## config.mk

```make
export PLATFORM = sky130hd
export DESIGN_NAME = decoder_3to8_pulse
export DESIGN_NICKNAME = d
export VERILOG_FILES = /design/src/rtl/decoder_3to8_pulse.sv
export SDC_FILE = /design/constraint.sdc
export NUM_CORES = 1
export LEC_CHECK = 0
export BUFFER_PORTS_ARGS = -buffer_cell sky130_fd_sc_hd__buf_2
export CAP_MARGIN = 10
export CORE_MARGIN = 2
export CORE_UTILIZATION = 35
export CTS_CLUSTER_SIZE = 25
export DETAILED_ROUTE_END_ITERATION = 6
export SYNTH_ARGS = -nofsm -noshare
export SYNTH_HDL_FRONTEND = slang
export SYNTH_SLANG_ARGS = --single-unit
```

## constraint.sdc

```tcl
create_clock -name clk -period 2.6 [get_ports clk]
set_input_delay 0.13 -clock clk [delete_from_list [all_inputs] [get_ports clk]]
set_output_delay 0.13 -clock clk [all_outputs]
set_load 0.01 [all_outputs]
```

## src/rtl/decoder_3to8_pulse.sv

```systemverilog
// decoder_3to8_pulse
//   Accepts a 3-bit index on a valid/ready handshake. It drives the matching
//   one-hot code on y for PULSE_LEN cycles, then returns to idle. Dropping
//   enable during a pulse aborts it.
//
// Ports
//   clk          single clock, rising edge
//   reset        asynchronous, active-high
//   enable       block enable; low blocks requests and aborts an active pulse
//   in_valid     request present on a
//   a            binary index 0..7
//   in_ready     request can be taken this cycle (from state and enable only)
//   y            registered one-hot output, held for the whole pulse
//   busy         high while ACTIVE
//   done         one-cycle strobe after a pulse completes normally
//   pulse_count  completed pulses, wraps modulo 256
//
// state  | meaning
// IDLE   | y is zero; waits for in_valid && in_ready
// ACTIVE | y holds the latched code; cnt counts down to the final cycle
module decoder_3to8_pulse #(
  parameter int unsigned PULSE_LEN = 4
) (
  input  logic       clk,
  input  logic       reset,
  input  logic       enable,
  input  logic       in_valid,
  input  logic [2:0] a,
  output logic       in_ready,
  output logic [7:0] y,
  output logic       busy,
  output logic       done,
  output logic [7:0] pulse_count
);

  typedef enum logic {
    IDLE   = 1'b0,
    ACTIVE = 1'b1
  } state_t;

  // cnt starts at PULSE_LEN-1 and the pulse ends on the edge where it is zero.
  // This keeps y high for exactly PULSE_LEN cycles.
  localparam logic [7:0] CNT_LOAD = 8'(PULSE_LEN - 1);

  state_t     state;
  logic [7:0] cnt;

  assign in_ready = (state == IDLE) && enable;
  assign busy     = (state == ACTIVE);

  always_ff @(posedge clk or posedge reset) begin
    if (reset) begin
      state       <= IDLE;
      y           <= 8'h00;
      cnt         <= 8'h00;
      done        <= 1'b0;
      pulse_count <= 8'h00;
    end else begin
      done <= 1'b0;
      case (state)
        IDLE: begin
          if (in_valid && in_ready) begin
            y     <= 8'h01 << a;
            cnt   <= CNT_LOAD;
            state <= ACTIVE;
          end
        end
        ACTIVE: begin
          // An abort is checked first, so it wins over a completion on the same edge.
          if (!enable) begin
            y     <= 8'h00;
            cnt   <= 8'h00;
            state <= IDLE;
          end else if (cnt == 8'h00) begin
            y           <= 8'h00;
            state       <= IDLE;
            done        <= 1'b1;
            pulse_count <= pulse_count + 8'h01;
          end else begin
            cnt <= cnt - 8'h01;
          end
        end
        default: begin
          y     <= 8'h00;
          cnt   <= 8'h00;
          state <= IDLE;
        end
      endcase
    end
  end

endmodule

```

# Yosys cells after proc, flatten, opt, wreduce, memory -nomap -nowiden
# Cells that the tools add are included.
# totals
register_bits	26
out_inout_bits	19
word_cells	33
# op_classes
n_addsub	2
eq_ne	3
n_shift	1
mux	15
bitwise	1
n_reduce_logical	6
# ops
cell	count
$mux 8	6
$pmux 8 s2	2
$add 8x1->8 const B	1
$logic_not 8->1	1
$shl 1x3->8 const A	1
$sub 8x1->8 const B	1
$mux 1	6
$reduce_and 2->1	2
$ne 3x2->1 const B	1
$ne 3x3->1 const B	1
$reduce_and 3->1	1
$logic_and 1x1->1	2
$ne 2x1->1 const B	1
$pmux 1 s2	1
$not 1->1	1

# Depth between registers and ports, before layout
# Gate-level depths: netlist of the first run.
# depth
depth_word	5
depth_mapped	7

# Worst setup path after synthesis of the first run
# OpenSTA, ideal clock, no wires.
# synth_path
path_type	reg2reg
from	register cnt[0]
to	register pulse_count[1]
t_arrival_ns	1.937
setup_slack_ns	0.538
stages_incl_launch_ff	7
n_path_buf	1
path_cell_list	dfrtp_1 -> inv_1 -> ha_1 -> or3b_2 -> buf_2 -> nor3_4 -> mux2_2
# synth_via
elab_chain_len	2
# synth_lines
item	line	rtl
start, declared	46	logic [7:0] cnt;
start signal, assigned	80	cnt <= cnt - 8'h01;
$logic_not 8->1	74	end else if (cnt == 8'h00) begin
$reduce_and 3->1 (no source line)	n/a	
end signal, assigned	78	pulse_count <= pulse_count + 8'h01;
end, declared	33	output logic [7:0] pulse_count
# No other way between the ends.
# A chain may end at the register's enable or synchronous reset.

# Worst setup path in the final report of the first run
# Ends and elaborated chain as after synthesis.

==> impl_metrics.py, run 1 <==
metrics = {
    "sta": {
        "maxSlewViolCount": 0,
        "rsz0062_at_grt": "no",
        "setup_viol": 0,
        "fmax_mhz": 456,
        "worst_hold_slack_ns": 0.00872,
        "slew_at_the_pin_with_the_worst_max_slew_slack_ns": 0.962,
        "final.period_utilization_pct": 84.4,
        "hold_viol_final": 0,
        "postLayoutSetupSlackWorst_ns": 0.405,
        "finalClockSkew_ns": 0.00190,
        "setup_tns_ns": 0,
        "worst_slew_margin_rel_pct": 35.8,
        "finalCriticalPeriod_ns": 2.19,
    },
    "clock_network": {
        "clock_tree_from_tritoncts": "yes",
        "ctsResizeCount": 0,
        "clock_sinks": 26,
        "cts.hold.buffers_added": 0,
        "cts_max_path_buffers": 2,
        "num_cts_buffers": 3,
        "post-cts-setup-buffers": 0,
        "buffer_cell_driving_the_clock_tree_root": "clkbuf_4",
        "clock_latency_ns": 0.31,
        "htree_levels": 1,
        "clk_pin_slew_ns": 0.14,
    },
    "final_layout": {
        "antenna-diode-count": 0,
        "share_of_cells_above_drive_strength_1_pct": 25.4,
        "fin_nets": 152,
        "syn_to_final_growth_pct": 16.6,
    },
    "setup_path": {
        "critical_path_endpoint_category": "register",
        "r2r.worst_path.cells": 5,
        "worst-setup-path-type": "register to register",
        "worst-endpoint-arrival_ns": 2.41,
        "crit_required_ns": 2.82,
        "worstReg2RegEnd": "pulse_count[1]$_DFFE_PP0P_",
        "critical_path.startpoint_type": "register",
        "critical_path.max_fanout": 7,
        "r2r_startpoint": "cnt[0]$_DFFE_PP0P_",
        "setup.reg_to_reg.worst_slack_ns": 0.41,
    },
    "synthesis": {
        "seq_area_frac_synth_pct": 52.5,
        "syn-num-nets": 126,
        "synth_ff_type": "dfrtp_1",
        "synthesis.area_per_instance_um2": 10.6,
        "post_synth_main_area_contributors": "dfrtp_1 53%, o21ai_0 4.0%, xnor2_1 3.5%",
        "synth_top_cell_by_area": "dfrtp_1",
        "netlist_instances": 117,
        "synth_enable_flop_cells": 0,
        "synthDistinctLibCells": 36,
        "ys_ff_latch": 26,
        "synth.top_cell.area_share_pct": 52.5,
        "combined_area_of_all_synthesized_cells_mm2": 0.00124,
        "synth-async-reset-ratio_pct": 100,
        "synthesis.yosys.warnings": 0,
    },
    "die": {
        "die_outline_area_mm2": 0.00403,
        "die_height_um": 63.5,
        "num_io_pins": 26,
        "floorplan.core_area_mm2": 0.00336,
        "floorplan.rows": 21,
        "die_width_um": 63.5,
        "starting_density_pct": 36.8,
    },
    "grt": {
        "grt_first_pass_wirelength_mm": 4.30,
        "global_route.usage.total_pct": 13.3,
        "first_global_vias": 935,
        "grt_start_max_net_pins": 27,
        "antenna_found_initial": 0,
        "grt_overflow": 0,
    },
    "pwr": {
        "power_leakage_nw": 0.694,
        "p_per_area_mw_per_mm2": 703,
        "worst_ir_drop_on_vdd_mv": 0.323,
    },
    "hold_path": {
        "min-delay-path-class": "primary input to async pin",
    },
    "placed_design": {
        "worst_slack_placed_ns": 0.437,
        "gp_congestion": 0.863,
        "io_buffer_count": 25,
        "dpl.hpwl_mm": 1.79,
    },
    "route": {
        "drt-initial-drc-count": 38,
        "routed-via-count": 991,
        "detail_route.vias_per_cell": 5.27,
        "first_pass_iters": 4,
        "wirelength_mm": 2.47,
        "drt_drc_violations_left": 0,
        "antenna_violating_nets_post_route": 0,
        "post_drt_wl_per_cell_um": 13.1,
    },
    "run": {
        "maxCapViolCount": 0,
    },
    "outcome": {
        "run_status": "finished, final reports clean",
    },
}
placed cells by master (no fill, tap or decap), drive strengths merged, types with 3 or more instances in the layout:
cell     netlist  layout
a21oi          7       7
a22o           4       4
buf            3      26
clkbuf         2       4
dfrtp         26      26
inv            4       4
nand2          9       9
nand4          4       4
nor2           8       8
nor3           5       5
o21ai         10      10
o2bb2ai        3       3
xnor2          5       5
flip-flops by register name, summed over array words and instances (netlist names):
signal	cells
busy	1
cnt	8
done	1
pulse_count	8
y	8
power by group:
group / switching [mW] / internal, mW / leakage (nW)
Clock: 0.116 / 0.0856 / 0.0210
Sequential: 0.0601 / 0.455 / 0.351
Combinational: 0.183 / 0.114 / 0.322
Yosys cell counts (2+ instances only):
cell type  instances
ha_1               2
o2111ai_1          2
dfrtp_1           26
o41ai_1            2
nor2_1             7
nand4_1            4
nor2b_1            2
nand3_1            2
a21oi_1            7
clkbuf_1           2
xor2_1             2
xnor2_1            5
a32o_1             2
nor3_1             4
o2bb2ai_1          3
o21ai_0           10
nand2_1            9
a22o_1             4
buf_2              2
inv_1              4
worst max path at each step:
stage                            start                         end  slack (ns)
floorplan           cnt[0]$_DFFE_PP0P_  pulse_count[1]$_DFFE_PP0P_        0.54
global placement    cnt[0]$_DFFE_PP0P_  pulse_count[1]$_DFFE_PP0P_        0.47
detailed placement  cnt[0]$_DFFE_PP0P_  pulse_count[1]$_DFFE_PP0P_        0.44
CTS                 cnt[0]$_DFFE_PP0P_  pulse_count[1]$_DFFE_PP0P_        0.41
global route        cnt[0]$_DFFE_PP0P_  pulse_count[1]$_DFFE_PP0P_        0.29
finish              cnt[0]$_DFFE_PP0P_  pulse_count[1]$_DFFE_PP0P_        0.41
stage by stage:
step                total power [mW]  instances  instance area (µm²)  utilization, %
global route                    1.09        188                 1440            42.9
CTS                             1.03        188                 1440            42.9
finish                          1.01        188                 1440            42.9
global placement               0.813        184                 1410            41.9
floorplan                      0.738        117                 1240               -
detailed placement             0.823        184                 1410            41.9
routing by layer:
layer	part of all wire, %	GRT usage (%)
met5	0	0
met4	0.53	2.45
met3	5.3	3.93
met2	45	21.1
met1	49	18.1
area by class of cell:
cell class | count | area [µm²]
Fill cell | 367 | 1920
Inverter | 4 | 15.0
Clock buffer | 4 | 36.3
Timing Repair Buffer | 26 | 133
Multi-Input combinational cell | 82 | 552
Tap cell | 46 | 57.6
Sequential cell | 26 | 651
cell families (layout without fill, tap and decap cells):
| family | after synthesis | in the layout | share of synthesized area, % |
|---|---|---|---|
| and+or+nand+nor | 37 | 37 | 17.1 |
| AOI/OAI and AO/OA | 35 | 35 | 19.6 |
| DFF | 26 | 26 | 52.5 |
| buffers and inverters | 9 | 34 | 2.93 |
| xor gates and xnor gates | 7 | 7 | 4.95 |
| adders and majority gates | 2 | 2 | 2.02 |
| muxes | 1 | 1 | 0.909 |
critical path, stage by stage, from the launching register on:
cell	delay [ns]
dfrtp_1	0.44
inv_1	0.09
ha_1	0.27
or3b_2	0.59
nor3_4	0.33
mux2_2	0.37
(Power assumes the default switching activity.)
==> run 2: changes to the inputs <==
ABC_AREA = 1   (was unset)
clock period = 2.2 ns   (was 2.6 ns; I/O delays follow)
==> impl_metrics.py, run 2 <==
metrics = {
    "die": {
        "die_width_um": 68.3,
        "die_height_um": 68.3,
        "die_outline_area_mm2": 0.00467,
        "starting_density_pct": 36.2,
        "num_io_pins": 26,
        "floorplan.core_area_mm2": 0.00400,
        "floorplan.rows": 23,
    },
    "sta": {
        "fmax_mhz": 650,
        "rsz0062_at_grt": "no",
        "worst_slew_margin_rel_pct": 72.9,
        "finalCriticalPeriod_ns": 1.54,
        "postLayoutSetupSlackWorst_ns": 0.660,
        "setup_tns_ns": 0,
        "maxSlewViolCount": 0,
        "final.period_utilization_pct": 70.0,
        "slew_at_the_pin_with_the_worst_max_slew_slack_ns": 0.403,
        "finalClockSkew_ns": 0.00408,
        "hold_viol_final": 0,
        "setup_viol": 0,
    },
    "synthesis": {
        "synth.top_cells.by_count": "44 x nand2_1, 26 x dfrtp_1, 15 x inv_1, 15 x nor2_1",
        "yosys.cell_count.top_type": "nand2_1",
        "synth_top_cell_by_area": "dfrtp_1",
        "synth.top_cell.area_share_pct": 44.9,
        "ys_ff_latch": 26,
        "syn-num-nets": 184,
        "synth_enable_flop_cells": 0,
        "synthesis.area_per_instance_um2": 8.27,
        "synth-async-reset-ratio_pct": 100,
        "post_synth_main_area_contributors": "dfrtp_1 45%, nand2_1 11%, o21ai_2 4.8%",
        "seq_area_frac_synth_pct": 44.9,
        "synthDistinctLibCells": 26,
        "synthesis.yosys.warnings": 0,
        "synth_ff_type": "dfrtp_1",
        "netlist_instances": 175,
        "combined_area_of_all_synthesized_cells_mm2": 0.00145,
    },
    "pwr": {
        "worst_ir_drop_on_vdd_mv": 0.334,
        "p_per_area_mw_per_mm2": 950,
        "power_leakage_nw": 0.857,
    },
    "final_layout": {
        "syn_to_final_growth_pct": 18.3,
        "share_of_cells_above_drive_strength_1_pct": 29.8,
        "antenna-diode-count": 0,
        "num-fill-cells": 402,
        "highest_count_cells_in_the_layout_ignoring_fill_and_taps": "44 x nand2_1, 26 x dfrtp_1, 25 x buf_2",
        "area.sequential_um2": 651,
        "design_area_mm2": 0.00171,
        "most_frequent_standard_cell_in_the_layout_excluding_fill_and_tap_cells": "nand2_1",
        "reg_top3": "cnt (8), pulse_count (8), y (8)",
        "multi_input_comb_area_um2": 687,
        "fin_nets": 215,
    },
    "setup_path": {
        "worst-setup-path-type": "register to register",
        "crit_required_ns": 2.37,
        "critical_path_endpoint_category": "register",
        "worst-endpoint-arrival_ns": 1.71,
        "critical_path.startpoint_type": "register",
        "critical_path.max_fanout": 16,
    },
    "route": {
        "drt-initial-drc-count": 57,
        "post_drt_wl_per_cell_um": 10.5,
        "drt_drc_violations_left": 0,
        "detail_route.vias_per_cell": 4.70,
        "antenna_violating_nets_post_route": 0,
        "wirelength_mm": 2.68,
        "first_pass_iters": 4,
        "routed-via-count": 1199,
    },
    "grt": {
        "first_global_vias": 1123,
        "grt_overflow": 0,
        "grt_first_pass_wirelength_mm": 4.84,
        "grt_start_max_net_pins": 27,
        "global_route.usage.total_pct": 13.5,
        "antenna_found_initial": 0,
    },
    "clock_network": {
        "clock_tree_from_tritoncts": "yes",
        "cts_max_path_buffers": 2,
        "buffer_cell_driving_the_clock_tree_root": "clkbuf_8",
        "post-cts-setup-buffers": 0,
        "clock_latency_ns": 0.28,
        "num_cts_buffers": 3,
        "clk_pin_slew_ns": 0.09,
        "ctsResizeCount": 0,
        "htree_levels": 1,
        "cts.hold.buffers_added": 1,
        "clock_sinks": 26,
    },
    "placed_design": {
        "dpl_cell_area_mm2": 0.00163,
        "worst_slack_placed_ns": 0.659,
        "io_buffer_count": 25,
        "gp_congestion": 0.841,
        "dpl.hpwl_mm": 2.06,
    },
    "outcome": {
        "run_status": "finished, final reports clean",
    },
    "hold_path": {
        "min-delay-path-class": "primary input to register",
    },
    "run": {
        "maxCapViolCount": 0,
    },
}
## run 2: cell types whose count changed in the layout (fill, tap and decap cells not counted), sizes merged, moves of 3 or more
cell | previous run | this run
a22o | 4 | 0
clkinv | 0 | 3
inv | 4 | 20
nand2 | 9 | 54
nand3 | 2 | 9
nand3b | 1 | 6
nand4 | 4 | 7
nor2 | 8 | 17
nor3 | 5 | 2
o21ai | 10 | 20
o2bb2ai | 3 | 0
xnor2 | 5 | 1
## run 2: layer usage
metal | up-vias | wire length (µm) | global-route usage (%)
li1 | 628 | - | -
met1 | 543 | 1380 | 19.1
met2 | 24 | 1180 | 20.3
met3 | 4 | 83 | 2.47
met4 | 0 | 35 | 5.25
met5 | - | 0 | 0
## run 2: worst paths after layout
| kind | from | to | slack, ns | cells past startpoint |
|---|---|---|---|---|
| max | cnt[0]$_DFFE_PP0P_ | y[6]$_DFFE_PP0P_ | 0.66 | 9 |
| min | in_valid | busy$_DFF_PP0_ | 0.06 | 3 |
| max reg2reg | cnt[0]$_DFFE_PP0P_ | y[6]$_DFFE_PP0P_ | 0.66 | 9 |
| min reg2reg | y[1]$_DFFE_PP0P_ | y[1]$_DFFE_PP0P_ | 0.49 | 2 |
| max in group asynchronous | reset | cnt[2]$_DFFE_PP0P_ | 1.52 | 4 |
| min in group asynchronous | reset | y[1]$_DFFE_PP0P_ | 0.43 | 4 |
## run 2: kinds of logic after synthesis
logic type | count (synthesis) | share of synthesized area, %
AOI/OAI and AO/OA | 25 | 11.2
xor gates and xnor gates | 1 | 0.605
adders and majority gates | 2 | 1.73
buffers and inverters | 24 | 7.61
DFF | 26 | 44.9
and+or+nand+nor | 97 | 33.9
## run 2: worst max-delay path, stage by stage (launching register included)
cell and delay [ns]:
dfrtp_1 0.38, inv_1 0.13, ha_1 0.22, nand2_2 0.09
nor2_4 0.15, nand2_2 0.10, nand2_4 0.08, nand2_4 0.13
nand2_1 0.11, o21ai_2 0.05
## run 2: layout make-up
class                   instances  area share, %
flip-flops and latches         26           38.0
inverters                      23           5.77
well taps                      50           3.65
clock inverters                 1           1.75
multi-input cells             125           40.1
clock buffers                   3           2.41
repair buffers                 27           8.33
## run 2: stage by stage
step | power, mW | std cells | hold slack, ns | utilization [%]
floorplan | 1.10 | 175 | 0.150 | -
global placement | 1.24 | 250 | 0.182 | 40.8
detailed placement | 1.24 | 250 | 0.190 | 40.8
CTS | 1.65 | 255 | 0.0541 | 42.8
global route | 1.76 | 255 | 0.0831 | 42.8
finish | 1.63 | 255 | 0.0594 | 42.8
## run 2: report_power, final
part	switching [mW]	leakage, nW	internal [mW]
logic	0.372	0.471	0.213
registers	0.0769	0.350	0.564
clock network	0.158	0.0357	0.244
total	0.607	0.857	1.02
==> run 3: changes to the inputs <==
clock period = 1.6 ns   (was 2.2 ns; I/O delays follow)
==> impl_metrics.py, run 3 (same netlist as run 2, synthesis figures left out) <==
metrics = {
    "outcome": {
        "run_status": "finished, final reports clean",
    },
    "placed_design": {
        "dpl_cell_area_mm2": 0.00164,
        "worst_slack_placed_ns": 0.142,
        "dpl.hpwl_mm": 2.05,
        "io_buffer_count": 25,
        "gp_congestion": 0.825,
    },
    "clock_network": {
        "num_cts_buffers": 3,
        "buffer_cell_driving_the_clock_tree_root": "clkbuf_8",
        "htree_levels": 1,
        "clock_sinks": 26,
        "clock_tree_from_tritoncts": "yes",
        "clock_latency_ns": 0.26,
        "post-cts-setup-buffers": 0,
        "clk_pin_slew_ns": 0.09,
        "cts_max_path_buffers": 2,
    },
    "final_layout": {
        "design_area_mm2": 0.00172,
        "most_frequent_standard_cell_in_the_layout_excluding_fill_and_tap_cells": "nand2_1",
        "fin_nets": 216,
        "antenna-diode-count": 0,
        "num-fill-cells": 404,
        "syn_to_final_growth_pct": 18.8,
        "highest_count_cells_in_the_layout_ignoring_fill_and_taps": "44 x nand2_1, 26 x dfrtp_1, 25 x buf_2",
        "reg_top3": "cnt (8), pulse_count (8), y (8)",
        "share_of_cells_above_drive_strength_1_pct": 30.1,
    },
    "sta": {
        "worst_slew_margin_rel_pct": 70.4,
        "fmax_mhz": 682,
        "slew_at_the_pin_with_the_worst_max_slew_slack_ns": 0.440,
        "final.period_utilization_pct": 91.6,
        "setup_viol": 0,
        "finalClockSkew_ns": 0.00473,
        "worst_hold_slack_ns": 0.0335,
        "finalCriticalPeriod_ns": 1.47,
        "postLayoutSetupSlackWorst_ns": 0.135,
        "hold_viol_final": 0,
        "maxSlewViolCount": 0,
        "rsz0062_at_grt": "no",
        "setup_tns_ns": 0,
    },
    "hold_path": {
        "worst_hold_startpoint": "in_valid",
        "min-delay-path-class": "primary input to register",
    },
    "route": {
        "antenna_violating_nets_post_route": 0,
        "drt-initial-drc-count": 49,
        "routed-via-count": 1176,
        "first_pass_iters": 4,
        "post_drt_wl_per_cell_um": 10.5,
        "detail_route.vias_per_cell": 4.59,
        "wirelength_mm": 2.70,
        "drt_drc_violations_left": 0,
    },
    "pwr": {
        "fraction_of_power_spent_switching_nets_pct": 36.7,
        "p_per_area_mw_per_mm2": 1300,
        "cell_internal_power_mw": 1.42,
        "seq_power_share_pct": 39.6,
        "share_clk_of_total_power_pct": 23.9,
        "worst_ir_drop_on_vdd_mv": 0.497,
        "power_leakage_nw": 0.862,
        "netSwitchingPower_mw": 0.820,
        "p_comb_share_pct": 36.5,
    },
    "die": {
        "die_height_um": 68.3,
        "num_io_pins": 26,
        "die_width_um": 68.3,
        "floorplan.rows": 23,
        "starting_density_pct": 36.2,
        "die_outline_area_mm2": 0.00467,
        "floorplan.core_area_mm2": 0.00400,
    },
    "setup_path": {
        "critical_path_endpoint_category": "register",
        "worst-setup-path-type": "register to register",
        "timing.critical_path.from": "cnt[1]$_DFFE_PP0P_",
        "critical_path.startpoint_type": "register",
        "critical_path.max_fanout": 16,
        "worst-endpoint-arrival_ns": 1.63,
        "crit_required_ns": 1.76,
        "r2r_startpoint": "cnt[1]$_DFFE_PP0P_",
    },
    "grt": {
        "first_global_vias": 1057,
        "grt_start_max_net_pins": 27,
        "antenna_found_initial": 0,
        "grt_overflow": 0,
        "grt_first_pass_wirelength_mm": 4.66,
        "global_route.usage.total_pct": 13.0,
    },
    "run": {
        "maxCapViolCount": 0,
    },
}
[run 3: cell types whose count changed in the layout (fill, tap and decap cells not counted)]
cell,delta
buf_4,+1
[run 3: cell type report]
type	instances	area [µm²]	area share, %
Multi-Input combinational cell	125	687	39.9
Sequential cell	26	651	37.8
Timing Repair Buffer	28	150	8.73
Inverter	23	98.8	5.75
Tap cell	50	62.6	3.64
Clock buffer	3	41.3	2.40
Clock inverter	1	30.0	1.75
[run 3: layer usage]
metal  vias to the layer above  part of all wire [%]  track usage (%)
met2                        22                    43             19.5
met3                         2                   4.1             3.45
li1                        632                     -                -
met5                         -                     0                0
met4                         0                  0.52             3.00
met1                       520                    52             18.6
[run 3: what timing repair did]
| action | CTS | global route |
|---|---|---|
| resized for setup | 0 | 0 |
| hold endpoints to repair | 26 | 0 |
| hold buffers | 1 | 0 |
[run 3: through the flow]
step / cells / power [mW] / utilization [%]
after CTS: 256 / 2.27 / 43.0
after global placement: 251 / 1.72 / 41.0
final: 256 / 2.24 / 43.0
after global routing: 256 / 2.43 / 43.0
after detailed placement: 251 / 1.72 / 41.0
after floorplan: 175 / 1.51 / -
[run 3: power groups by stage]
stage               combinational, mW  sequential (mW)  clock (mW)
floorplan                       0.602            0.912           0
global placement                0.829            0.895           0
detailed placement              0.823            0.899           0
CTS                             0.828            0.886       0.558
global route                    0.945            0.907       0.579
finish                          0.816            0.886       0.534
[run 3: critical path: stages (launching register included)]
cell,delay (ns)
dfrtp_1,0.40
inv_1,0.07
ha_1,0.19
nand2_2,0.09
nor2_4,0.15
nand2_2,0.10
nand2_4,0.08
nand2_4,0.13
nand2_1,0.11
o21ai_2,0.05
[run 3: final timing paths]
path                                                    to  slack (ns)  cells past startpoint
worst max-delay path                      y[0]$_DFFE_PP0P_        0.13                      9
worst min-delay path                        busy$_DFF_PP0_        0.03                      3
worst max register to register            y[0]$_DFFE_PP0P_        0.13                      9
worst min register to register            y[0]$_DFFE_PP0P_        0.49                      2
max in group asynchronous       pulse_count[4]$_DFFE_PP0P_        0.94                      4
min in group asynchronous       pulse_count[1]$_DFFE_PP0P_        0.41                      4
